$ cat src/rtl/blk_fetch_agu_pkg.sv
// Shared types and geometry for the block-fetch address generator.
// NBR_FETCH_EN adds the top-neighbour row state.
package blk_fetch_pkg;

  localparam int unsigned BLK_N              = 4;
  localparam int unsigned PIX_WID            = 8;
  localparam int unsigned PIC_WID_IN_PIX     = 8192;
  localparam int unsigned PIC_HT_IN_PIX      = 4096;
  localparam int unsigned PIC_WID_IN_BLK     = PIC_WID_IN_PIX / BLK_N;
  localparam int unsigned PIC_HT_IN_BLK      = PIC_HT_IN_PIX / BLK_N;
  localparam int unsigned PIC_WID_IN_BLK_LEN = $clog2(PIC_WID_IN_BLK);
  localparam int unsigned PIC_HT_IN_BLK_LEN  = $clog2(PIC_HT_IN_BLK);
  localparam int unsigned ADDR_WID           = $clog2(PIC_WID_IN_BLK * PIC_HT_IN_PIX) + 1;
  localparam int unsigned ROW_W              = $clog2(BLK_N);
  localparam int unsigned ROW_ADDR_W         = PIC_HT_IN_BLK_LEN + ROW_W;

  localparam int unsigned LUMA_BASE     = 0;
  localparam int unsigned LUMA_STRIDE   = PIC_WID_IN_BLK;
  localparam int unsigned CB_BASE       = 1 << (ADDR_WID - 1);
  localparam int unsigned CR_BASE       = CB_BASE + (1 << (ADDR_WID - 3));
  localparam int unsigned CHROMA_STRIDE = PIC_WID_IN_BLK / 2;

  typedef enum logic [1:0] {
    PL_Y   = 2'd0,
    PL_CB  = 2'd1,
    PL_CR  = 2'd2,
    PL_BAD = 2'd3
  } plane_e;

`ifdef NBR_FETCH_EN
  typedef enum logic [1:0] {IDLE, NBR, ROWS} state_e;
`else
  typedef enum logic [1:0] {IDLE, ROWS} state_e;
`endif

endpackage

$ cat src/rtl/blk_fetch_agu_if.sv
// Coordinate-in / read-request-out bundle of blk_fetch_agu.
interface blk_fetch_agu_if
  import blk_fetch_pkg::*;
();
  logic                          crd_vld;
  logic                          crd_rdy;
  logic [PIC_WID_IN_BLK_LEN-1:0] cor_X;
  logic [PIC_HT_IN_BLK_LEN-1:0]  cor_Y;
  logic [1:0]                    cidx;
  logic                          rd_vld;
  logic                          rd_rdy;
  logic [ADDR_WID-1:0]           rd_addr;
  logic [ROW_W-1:0]              rd_row;
  logic                          rd_last;
  logic                          rd_nbr;
  logic                          avail_top;
  logic                          avail_left;
  logic                          coord_err;

  modport master (
    input  crd_vld, cor_X, cor_Y, cidx, rd_rdy,
    output crd_rdy, rd_vld, rd_addr, rd_row, rd_last, rd_nbr,
           avail_top, avail_left, coord_err
  );

  modport slave (
    output crd_vld, cor_X, cor_Y, cidx, rd_rdy,
    input  crd_rdy, rd_vld, rd_addr, rd_row, rd_last, rd_nbr,
           avail_top, avail_left, coord_err
  );
endinterface

$ cat src/rtl/blk_fetch_agu_row_addr.sv
// Word address of one pixel row of a block: plane base + row*stride + column.
module blk_row_addr
  import blk_fetch_pkg::*;
(
  input  plane_e                        cidx,
  input  logic [PIC_WID_IN_BLK_LEN-1:0] x,
  input  logic [ROW_ADDR_W-1:0]         r,
  output logic [ADDR_WID-1:0]           addr
);
  // Strides are powers of two, so row*stride+x is just {r, x}; chroma drops one bit of each.
  always_comb begin
    case (cidx)
      PL_CB:   addr = ADDR_WID'(CB_BASE) |
                      ADDR_WID'({r[ROW_ADDR_W-2:0], x[PIC_WID_IN_BLK_LEN-2:0]});
      PL_CR:   addr = ADDR_WID'(CR_BASE) |
                      ADDR_WID'({r[ROW_ADDR_W-2:0], x[PIC_WID_IN_BLK_LEN-2:0]});
      default: addr = ADDR_WID'(LUMA_BASE) | ADDR_WID'({r, x});
    endcase
  end
endmodule

$ cat src/rtl/blk_fetch_agu.sv
// Block-fetch address generator: one coordinate in, BLK_N row-word reads out.
// NBR_FETCH_EN: prepend a top-neighbour row request when avail_top.
module blk_fetch_agu
  import blk_fetch_pkg::*;
(
  input logic             clk,
  input logic             arst,
  blk_fetch_agu_if.master bus
);
  state_e                        state_q, state_d;
  logic [PIC_WID_IN_BLK_LEN-1:0] x_q, src_x;
  logic [PIC_HT_IN_BLK_LEN-1:0]  y_q, src_y;
  plane_e                        cidx_q, src_c;
  logic                          fire, acc, legal, use_new, upd, vld_d, nbr_d, last_d, err_set;
  logic [ROW_W-1:0]              row_d;
  logic [ROW_ADDR_W-1:0]         r_d;
  logic [ADDR_WID-1:0]           addr_d;

  assign bus.crd_rdy = (state_q == IDLE) | (bus.rd_vld & bus.rd_rdy & bus.rd_last);

  always_comb begin
    state_d = state_q;
    row_d   = bus.rd_row;
    vld_d   = bus.rd_vld;
    nbr_d   = 1'b0;
    use_new = 1'b0;
    upd     = 1'b0;
    err_set = 1'b0;
    fire    = bus.rd_vld & bus.rd_rdy;
    acc     = bus.crd_vld & bus.crd_rdy;

    case (plane_e'(bus.cidx))
      PL_Y:         legal = 1'b1;
      PL_CB, PL_CR: legal = ~bus.cor_X[PIC_WID_IN_BLK_LEN-1] & ~bus.cor_Y[PIC_HT_IN_BLK_LEN-1];
      default:      legal = 1'b0;
    endcase

    if (acc) begin
      if (legal) begin
        use_new = 1'b1;
        upd     = 1'b1;
        vld_d   = 1'b1;
        row_d   = '0;
        state_d = ROWS;
`ifdef NBR_FETCH_EN
        if (bus.cor_Y != '0) begin
          state_d = NBR;
          nbr_d   = 1'b1;
        end
`endif
      end else begin
        err_set = 1'b1;
        vld_d   = 1'b0;
        state_d = IDLE;
      end
    end else if (fire) begin
      if (state_q == ROWS && bus.rd_last) begin
        vld_d   = 1'b0;
        state_d = IDLE;
      end else begin
        upd     = 1'b1;
        row_d   = (state_q == ROWS) ? bus.rd_row + ROW_W'(1) : '0;
        state_d = ROWS;
      end
    end

    // A freshly accepted coordinate must address its first request in the same cycle.
    src_x  = use_new ? bus.cor_X : x_q;
    src_y  = use_new ? bus.cor_Y : y_q;
    src_c  = use_new ? plane_e'(bus.cidx) : cidx_q;
    r_d    = nbr_d ? ({src_y, {ROW_W{1'b0}}} - ROW_ADDR_W'(1)) : {src_y, row_d};
    last_d = ~nbr_d & (row_d == ROW_W'(BLK_N - 1));
  end

  blk_row_addr u_row_addr (
    .cidx (src_c),
    .x    (src_x),
    .r    (r_d),
    .addr (addr_d)
  );

`ifdef NBR_FETCH_EN
  logic nbr_q;
  assign bus.rd_nbr = nbr_q;
  always_ff @(posedge clk or posedge arst) begin
    if (arst)     nbr_q <= 1'b0;
    else if (upd) nbr_q <= nbr_d;
  end
`else
  assign bus.rd_nbr = 1'b0;
`endif

  always_ff @(posedge clk or posedge arst) begin
    if (arst) begin
      state_q        <= IDLE;
      x_q            <= '0;
      y_q            <= '0;
      cidx_q         <= PL_Y;
      bus.rd_vld     <= 1'b0;
      bus.rd_addr    <= '0;
      bus.rd_row     <= '0;
      bus.rd_last    <= 1'b0;
      bus.avail_top  <= 1'b0;
      bus.avail_left <= 1'b0;
      bus.coord_err  <= 1'b0;
    end else begin
      state_q    <= state_d;
      bus.rd_vld <= vld_d;
      if (err_set) bus.coord_err <= 1'b1;
      if (use_new) begin
        x_q            <= bus.cor_X;
        y_q            <= bus.cor_Y;
        cidx_q         <= plane_e'(bus.cidx);
        bus.avail_top  <= (bus.cor_Y != '0);
        bus.avail_left <= (bus.cor_X != '0);
      end
      if (upd) begin
        bus.rd_addr <= addr_d;
        bus.rd_row  <= row_d;
        bus.rd_last <= last_d;
      end
    end
  end
endmodule

$ cat src/flat_wrapper.sv
// flat-port wrapper written by rule: the top's interface ports become plain ports
module blk_fetch_agu_flat import blk_fetch_pkg::*;
  (clk, arst, bus_crd_vld, bus_cor_X, bus_cor_Y, bus_cidx, bus_rd_rdy, bus_crd_rdy, bus_rd_vld, bus_rd_addr, bus_rd_row, bus_rd_last, bus_rd_nbr, bus_avail_top, bus_avail_left, bus_coord_err);
  blk_fetch_agu_if bus_i ();
  input logic clk;
  input logic arst;
  input wire logic [$bits(bus_i.crd_vld)-1:0] bus_crd_vld;
  input wire logic [$bits(bus_i.cor_X)-1:0] bus_cor_X;
  input wire logic [$bits(bus_i.cor_Y)-1:0] bus_cor_Y;
  input wire logic [$bits(bus_i.cidx)-1:0] bus_cidx;
  input wire logic [$bits(bus_i.rd_rdy)-1:0] bus_rd_rdy;
  output wire logic [$bits(bus_i.crd_rdy)-1:0] bus_crd_rdy;
  output wire logic [$bits(bus_i.rd_vld)-1:0] bus_rd_vld;
  output wire logic [$bits(bus_i.rd_addr)-1:0] bus_rd_addr;
  output wire logic [$bits(bus_i.rd_row)-1:0] bus_rd_row;
  output wire logic [$bits(bus_i.rd_last)-1:0] bus_rd_last;
  output wire logic [$bits(bus_i.rd_nbr)-1:0] bus_rd_nbr;
  output wire logic [$bits(bus_i.avail_top)-1:0] bus_avail_top;
  output wire logic [$bits(bus_i.avail_left)-1:0] bus_avail_left;
  output wire logic [$bits(bus_i.coord_err)-1:0] bus_coord_err;
  assign bus_i.crd_vld = bus_crd_vld;
  assign bus_i.cor_X = bus_cor_X;
  assign bus_i.cor_Y = bus_cor_Y;
  assign bus_i.cidx = bus_cidx;
  assign bus_i.rd_rdy = bus_rd_rdy;
  assign bus_crd_rdy = bus_i.crd_rdy;
  assign bus_rd_vld = bus_i.rd_vld;
  assign bus_rd_addr = bus_i.rd_addr;
  assign bus_rd_row = bus_i.rd_row;
  assign bus_rd_last = bus_i.rd_last;
  assign bus_rd_nbr = bus_i.rd_nbr;
  assign bus_avail_top = bus_i.avail_top;
  assign bus_avail_left = bus_i.avail_left;
  assign bus_coord_err = bus_i.coord_err;
  blk_fetch_agu u_core (.clk(clk), .arst(arst), .bus(bus_i));
endmodule
$ cat config.mk
export PLATFORM = sky130hd
export DESIGN_NAME = blk_fetch_agu_flat
export DESIGN_NICKNAME = d
export VERILOG_FILES = /design/src/rtl/blk_fetch_agu_pkg.sv /design/src/rtl/blk_fetch_agu_if.sv /design/src/rtl/blk_fetch_agu_row_addr.sv /design/src/rtl/blk_fetch_agu.sv /design/src/flat_wrapper.sv
export SDC_FILE = /design/constraint.sdc
export NUM_CORES = 1
export LEC_CHECK = 0
export ABC_AREA = 1
export CORE_ASPECT_RATIO = 1.4
export CORE_MARGIN = 2
export CORE_UTILIZATION = 45
export DETAILED_ROUTE_END_ITERATION = 6
export PLACE_DENSITY = 0.85
export SLEW_MARGIN = 20
export SYNTH_ARGS = -nofsm -noshare
export SYNTH_HDL_FRONTEND = slang
export SYNTH_HIERARCHICAL = 1
export SYNTH_SLANG_ARGS = --single-unit
$ cat constraint.sdc
create_clock -name clk -period 2.1 [get_ports clk]
set_input_delay 0.315 -clock clk [delete_from_list [all_inputs] [get_ports clk]]
set_output_delay 0.315 -clock clk [all_outputs]
set_load 0.005 [all_outputs]
## Word-level counts from Yosys, hierarchy flattened

Cells that the tools add are included.

- $add $sub $neg: 1
- Equal/unequal tests: 6
- Multiplexer cells: 24
- Bitwise logic cells: 7
- Reductions and logical operators: 9

Operators by type and width:

| kind | number |
|---|---|
| 24-bit one-hot mux with 2 select lines | 1 |
| 2-bit two-way mux | 8 |
| 1-bit two-way mux | 12 |
| 11-bit two-way mux | 1 |
| 11-bit nonzero test | 1 |
| 10-bit two-way mux | 1 |
| 10-bit nonzero test | 1 |
| 2-bit by 1-bit equality test with 1-bit output (second input constant) | 3 |
| 2-bit equality test (second input constant) | 3 |
| 1-bit bitwise AND | 4 |
| 2-bit logical NOT | 2 |
| 2-bit nonzero test | 2 |
| 2-bit by 1-bit adder with 2-bit output (second input constant) | 1 |
| 1-bit inverter | 2 |
| 1-bit one-hot mux with 2 select lines | 1 |
| 2-bit AND reduction | 1 |
| 2-bit OR reduction | 1 |
| 1-bit logical AND | 1 |
| 1-bit OR | 1 |

- Bits in registers: 56
- Input bits: 27

## Logic depth before layout (Yosys ltp)

- Word-level depth: 8
- Mapped depth: 19

## By module

The synthesis kept the hierarchy.

By module, submodules not included:

| module | times used | cells each | area an instance (µm²) |
|---|---|---|---|
| blk_fetch_agu | 1 | 273 | 2,327.2 |
| blk_row_addr | 1 | 81 | 382.9 |

## Worst setup path before layout

Ideal clock, no wire load.

- Path type: input -> register
- Start point: input bus_cidx[0]
- End point: register u_core.bus.rd_addr[10]
- Arrival time: 2,273 ps
- Required time: 2,035 ps
- Setup slack: -238 ps
- Stages: 18
- Cell sequence: inv_1 -> ha_1 -> nand3_1 -> nand2_1 -> nand2_1 -> inv_1 -> nand2_2 -> buf_2 -> o21ai_0 -> inv_1 -> ha_1 -> buf_6 -> buf_6 -> nor2_1 -> nand2_1 -> nand2_1 -> nand2_1 -> nand2_1

- Longest elaborated chain between the ends: 8
- Elaborated cells between the ends (all ways): 15

Ends and longest elaborated chain:

| what | RTL line | source |
|---|---|---|
| start: declaration | flat_wrapper.sv:10 | `input wire logic [$bits(bus_i.cidx)-1:0] bus_cidx;` |
| 2-bit by 1-bit equality test with 1-bit output or 2-bit equality test (tied branches) | blk_fetch_agu.sv:32 | `case (plane_e'(bus.cidx))` |
| 2-bit OR reduction | blk_fetch_agu.sv:32 |  |
| 1-bit one-hot mux with 2 select lines | blk_fetch_agu.sv:32 |  |
| 1-bit two-way mux | blk_fetch_agu.sv:39 | `if (legal) begin` |
| 1-bit two-way mux | blk_fetch_agu.sv:38 | `if (acc) begin` |
| 2-bit two-way mux * | n/a |  |
| via u_core.src_c[0] | blk_fetch_agu.sv:13 | `plane_e cidx_q, src_c;` |
| 2-bit equality test or 2-bit by 1-bit equality test with 1-bit output (tied branches) | blk_fetch_agu_row_addr.sv:12 | `case (cidx)` |
| 24-bit one-hot mux with 2 select lines * | blk_fetch_agu_row_addr.sv:12 |  |
| via u_core.addr_d[10] | blk_fetch_agu.sv:17 | `logic [ADDR_WID-1:0] addr_d;` |
| end signal: assignment | blk_fetch_agu.sv:118 | `bus.rd_addr <= addr_d;` |
| end: declaration | blk_fetch_agu_if.sv:22 | `output crd_rdy, rd_vld, rd_addr, rd_row, rd_last, rd_nbr,` |

Mark *: on every way through the listed nets, which the timed path passes. The rest lies on a longest branch.
A chain may end at the register's enable or synchronous reset.

## Final worst setup path

- Start point: input bus_crd_vld
- End point: register u_core.bus.rd_addr[13]

- Longest elaborated chain between the ends: 5
- Elaborated cells between the ends (all ways): 8

Ends and longest elaborated chain:

| what | RTL line | source |
|---|---|---|
| start: declaration | flat_wrapper.sv:7 | `input wire logic [$bits(bus_i.crd_vld)-1:0] bus_crd_vld;` |
| 1-bit bitwise AND * | blk_fetch_agu.sv:30 | `acc = bus.crd_vld & bus.crd_rdy;` |
| 1-bit two-way mux * | blk_fetch_agu.sv:38 |  |
| 2-bit two-way mux * | n/a |  |
| via u_core.src_c[0] | blk_fetch_agu.sv:13 |  |
| 2-bit equality test or 2-bit by 1-bit equality test with 1-bit output (tied branches) | blk_fetch_agu_row_addr.sv:12 |  |
| 24-bit one-hot mux with 2 select lines * | blk_fetch_agu_row_addr.sv:12 |  |
| via u_core.addr_d[13] | blk_fetch_agu.sv:17 |  |

Marks and branches as above.

==> impl_metrics.json <==
{
  "syn2layout_area_growth_pct": 35.9,
  "final_common_cell": "nand2_1",
  "setup_viol": 0,
  "syn_area_mm2": 0.00271,
  "yosysWarnings": 6,
  "crit_path_cell_trace": "clkdlybuf4s50_1, inv_1, a21oi_4, nand2_4, o21ai_4, inv_2, ha_4, buf_12, nor2_2, nand2_1, nand2_1, nand2_1, nand2_1",
  "clockBufferDepth": 2,
  "grt.overflow.total": 0,
  "critPathLaunchType": "primary input",
  "fin_skew_ps": 8.38,
  "gp_congestion": 0.811,
  "drt-total-wl_mm": 6.08,
  "p_per_area_mw_per_mm2": 1390,
  "syn_area_per_cell_um2": 7.66,
  "die_height_um": 95.8,
  "ys_ff_latch": 55,
  "cts.clk_slew.worst_paths_ps": 90,
  "fp.dieW_um": 69.6,
  "worst-setup-path-type": "primary input to register",
  "slew_viol_final": 0,
  "vdd.ir_drop.worst_v": 0.000736,
  "max_slew_margin_pct": 54.9,
  "swShare_pct": 36.5,
  "most-common-layout-cells": "nand2_1, dfrtp_1, clkdlybuf4s50_1",
  "hold_viol_final": 0,
  "io_buffers": 58,
  "ios": 60,
  "internal_power_uw": 3250,
  "drtAntennaViolNets": 0,
  "pwr-share-comb_pct": 51.2,
  "fin_util_pct": 63.2,
  "wl_per_cell_um": 12.2,
  "cts.sinks": 55,
  "crit_top_cell": "nand2_1",
  "crit_path_end_kind": "register",
  "arrival_ps": 2220,
  "crit_path_max_fanout": 13,
  "leakage_uw": 0.00199,
  "worst_slack_ps": 125,
  "numCtsBuffers": 5,
  "fin_crit_ps": 1980,
  "ys_seq_area_share_pct": 50.8,
  "crit_family": "buffers and inverters",
  "dp_hpwl_mm": 4.50,
  "synth_cell_types": 23,
  "preCtsSetupSlack_ps": -648,
  "drc": 0,
  "fin_nets": 457,
  "seq_power_share_pct": 34.8,
  "fmax_mhz": 506,
  "holdWs_ps": 393,
  "worstPathRequired_ps": 2340,
  "slowest_stage": "clkdlybuf4s50_1",
  "start_util_pct": 46.6,
  "status": "finished clean",
  "insertion_delay_ps": 300,
  "fp.coreArea_mm2": 0.00582,
  "grt_setup_unrepaired": "no",
  "die_area_mm2": 0.00667,
  "drt_iter0_drc": 144,
  "tightest_slew_ps": 675,
  "drv_cap": 0,
  "p_clk_share_pct": 14.0,
  "grt_pass1_wl_mm": 10.4,
  "cp.depth": 13,
  "grt_pass1_vias": 2310,
  "path_buf_inv": 4,
  "hold_buffers": 0,
  "viasPerCell": 4.73,
  "tns_ps": 0,
  "htreeDepth": 2,
  "clockRootBuffer": "clkbuf_8",
  "p_switching_uw": 1860,
  "grt_max_degree": 32,
  "fp-row-count": 33,
  "drt_first_pass_iters": 4,
  "rr_worst_depth": 12,
  "antenna_found_initial": 0,
  "vias": 2349,
  "cts_tree": "yes",
  "drive_above_1_share_pct": 15.2,
  "grt_use_total_pct": 19.6,
  "syn_inst": 354,
  "hold_depth": 4,
  "hp-class": "primary input to register",
  "max_stage_delay_ps": 470,
  "power_uw": 5110,
  "num_antenna_cells": 0,
  "period_share_pct": 94.1,
  "synth_fp_nets": 385
}
per-stage QoR:
step,instances,instance area (um^2)
after floorplan,354,2760
after global placement,483,3450
after detailed placement,483,3450
after CTS,492,3630
after global routing,497,3680
final,497,3680
power groups by stage:
| stage | Combinational (uW) | Sequential, uW | Clock, uW |
|---|---|---|---|
| finish | 2620 | 1780 | 716 |
| global route | 2920 | 1840 | 778 |
| CTS | 2590 | 1780 | 737 |
| detailed placement | 2340 | 1790 | 0 |
| global placement | 2250 | 1780 | 0 |
| floorplan | 1480 | 1780 | 0 |
synthesized netlist by cell type (all sizes together):
cell type | number | area share, %
a21oi | 2 | 0.51
buf | 24 | 7.0
conb | 1 | 0.14
dfrtp | 55 | 51
ha | 4 | 1.8
inv | 40 | 5.6
nand2 | 182 | 26
nand3 | 9 | 1.8
nand4 | 2 | 0.46
nor2 | 15 | 2.1
nor3 | 1 | 0.18
nor4 | 2 | 0.46
o211ai | 1 | 0.28
o21ai | 15 | 2.8
o21bai | 1 | 0.28
state kept, by name, indices dropped and copies added, names as in the netlist:
| name | flops |
|---|---|
| u_core/bus.rd_row | 2 |
| u_core/bus.avail_top | 1 |
| u_core/y_q | 10 |
| u_core/x_q | 11 |
| u_core/bus.avail_left | 1 |
| u_core/bus.rd_vld | 1 |
| u_core/bus.coord_err | 1 |
| u_core/state_q | 1 |
| u_core/cidx_q | 2 |
| u_core/bus.rd_last | 1 |
| u_core/bus.rd_addr | 24 |
final cells by class:
class	count	area [um^2]
clock buffer	6	82.6
clock inverter	2	35.0
fill	486	2140
inverter	40	155
multi-input combinational	235	1080
sequential	55	1380
tap	70	87.6
timing repair buffer	89	868
repair_timing:
action | 4_1_cts | 5_1_grt
buffers inserted | 0 | 5
setup endpoints to repair | 14 | 14
resized for setup | 8 | 14
cloned | 1 | 0
pin swaps | 1 | 6
hold endpoints to repair | 0 | 0
tightest hold or removal path, stage by stage:
cell	delay, ps
clkbuf_2	110
inv_4	60
buf_4	110
o21ai_4	60
worst paths after layout:
check / slack, ps / endpoint / startpoint
hold reg to reg: 480 / u_core/bus.rd_addr[2]$_DFFE_PP0P_ / u_core/bus.rd_addr[2]$_DFFE_PP0P_
setup / recovery: 120 / u_core/bus.rd_addr[13]$_DFFE_PP0P_ / bus_crd_vld
hold / removal: 390 / u_core/cidx_q[0]$_DFF_PP0_ / bus_cidx[0]
setup reg to reg: 150 / u_core/bus.rd_addr[13]$_DFFE_PP0P_ / u_core/bus.rd_last$_DFFE_PP0P_
max in group asynchronous: 1100 / u_core/bus.rd_addr[8]$_DFFE_PP0P_ / arst
min in group asynchronous: 430 / u_core/state_q[0]$_DFFE_PP0P_ / arst
per-layer routing:
metal / vias up / track usage [%] / wire, um
li1: 1191 / - / -
met1: 1079 / 22.3 / 2420
met2: 67 / 36.7 / 3270
met3: 12 / 2.83 / 249
met4: 0 / 8.66 / 144
met5: - / 0 / 0
cells by family after synthesis:
logic type	synth area share, %
other	0.138
DFF	50.8
buffers and inverters	12.6
and+or+nand+nor	30.8
AOI/OAI and AO/OA	3.83
adders and majority gates	1.85
Note: power is estimated with default switching activity, not from simulation.
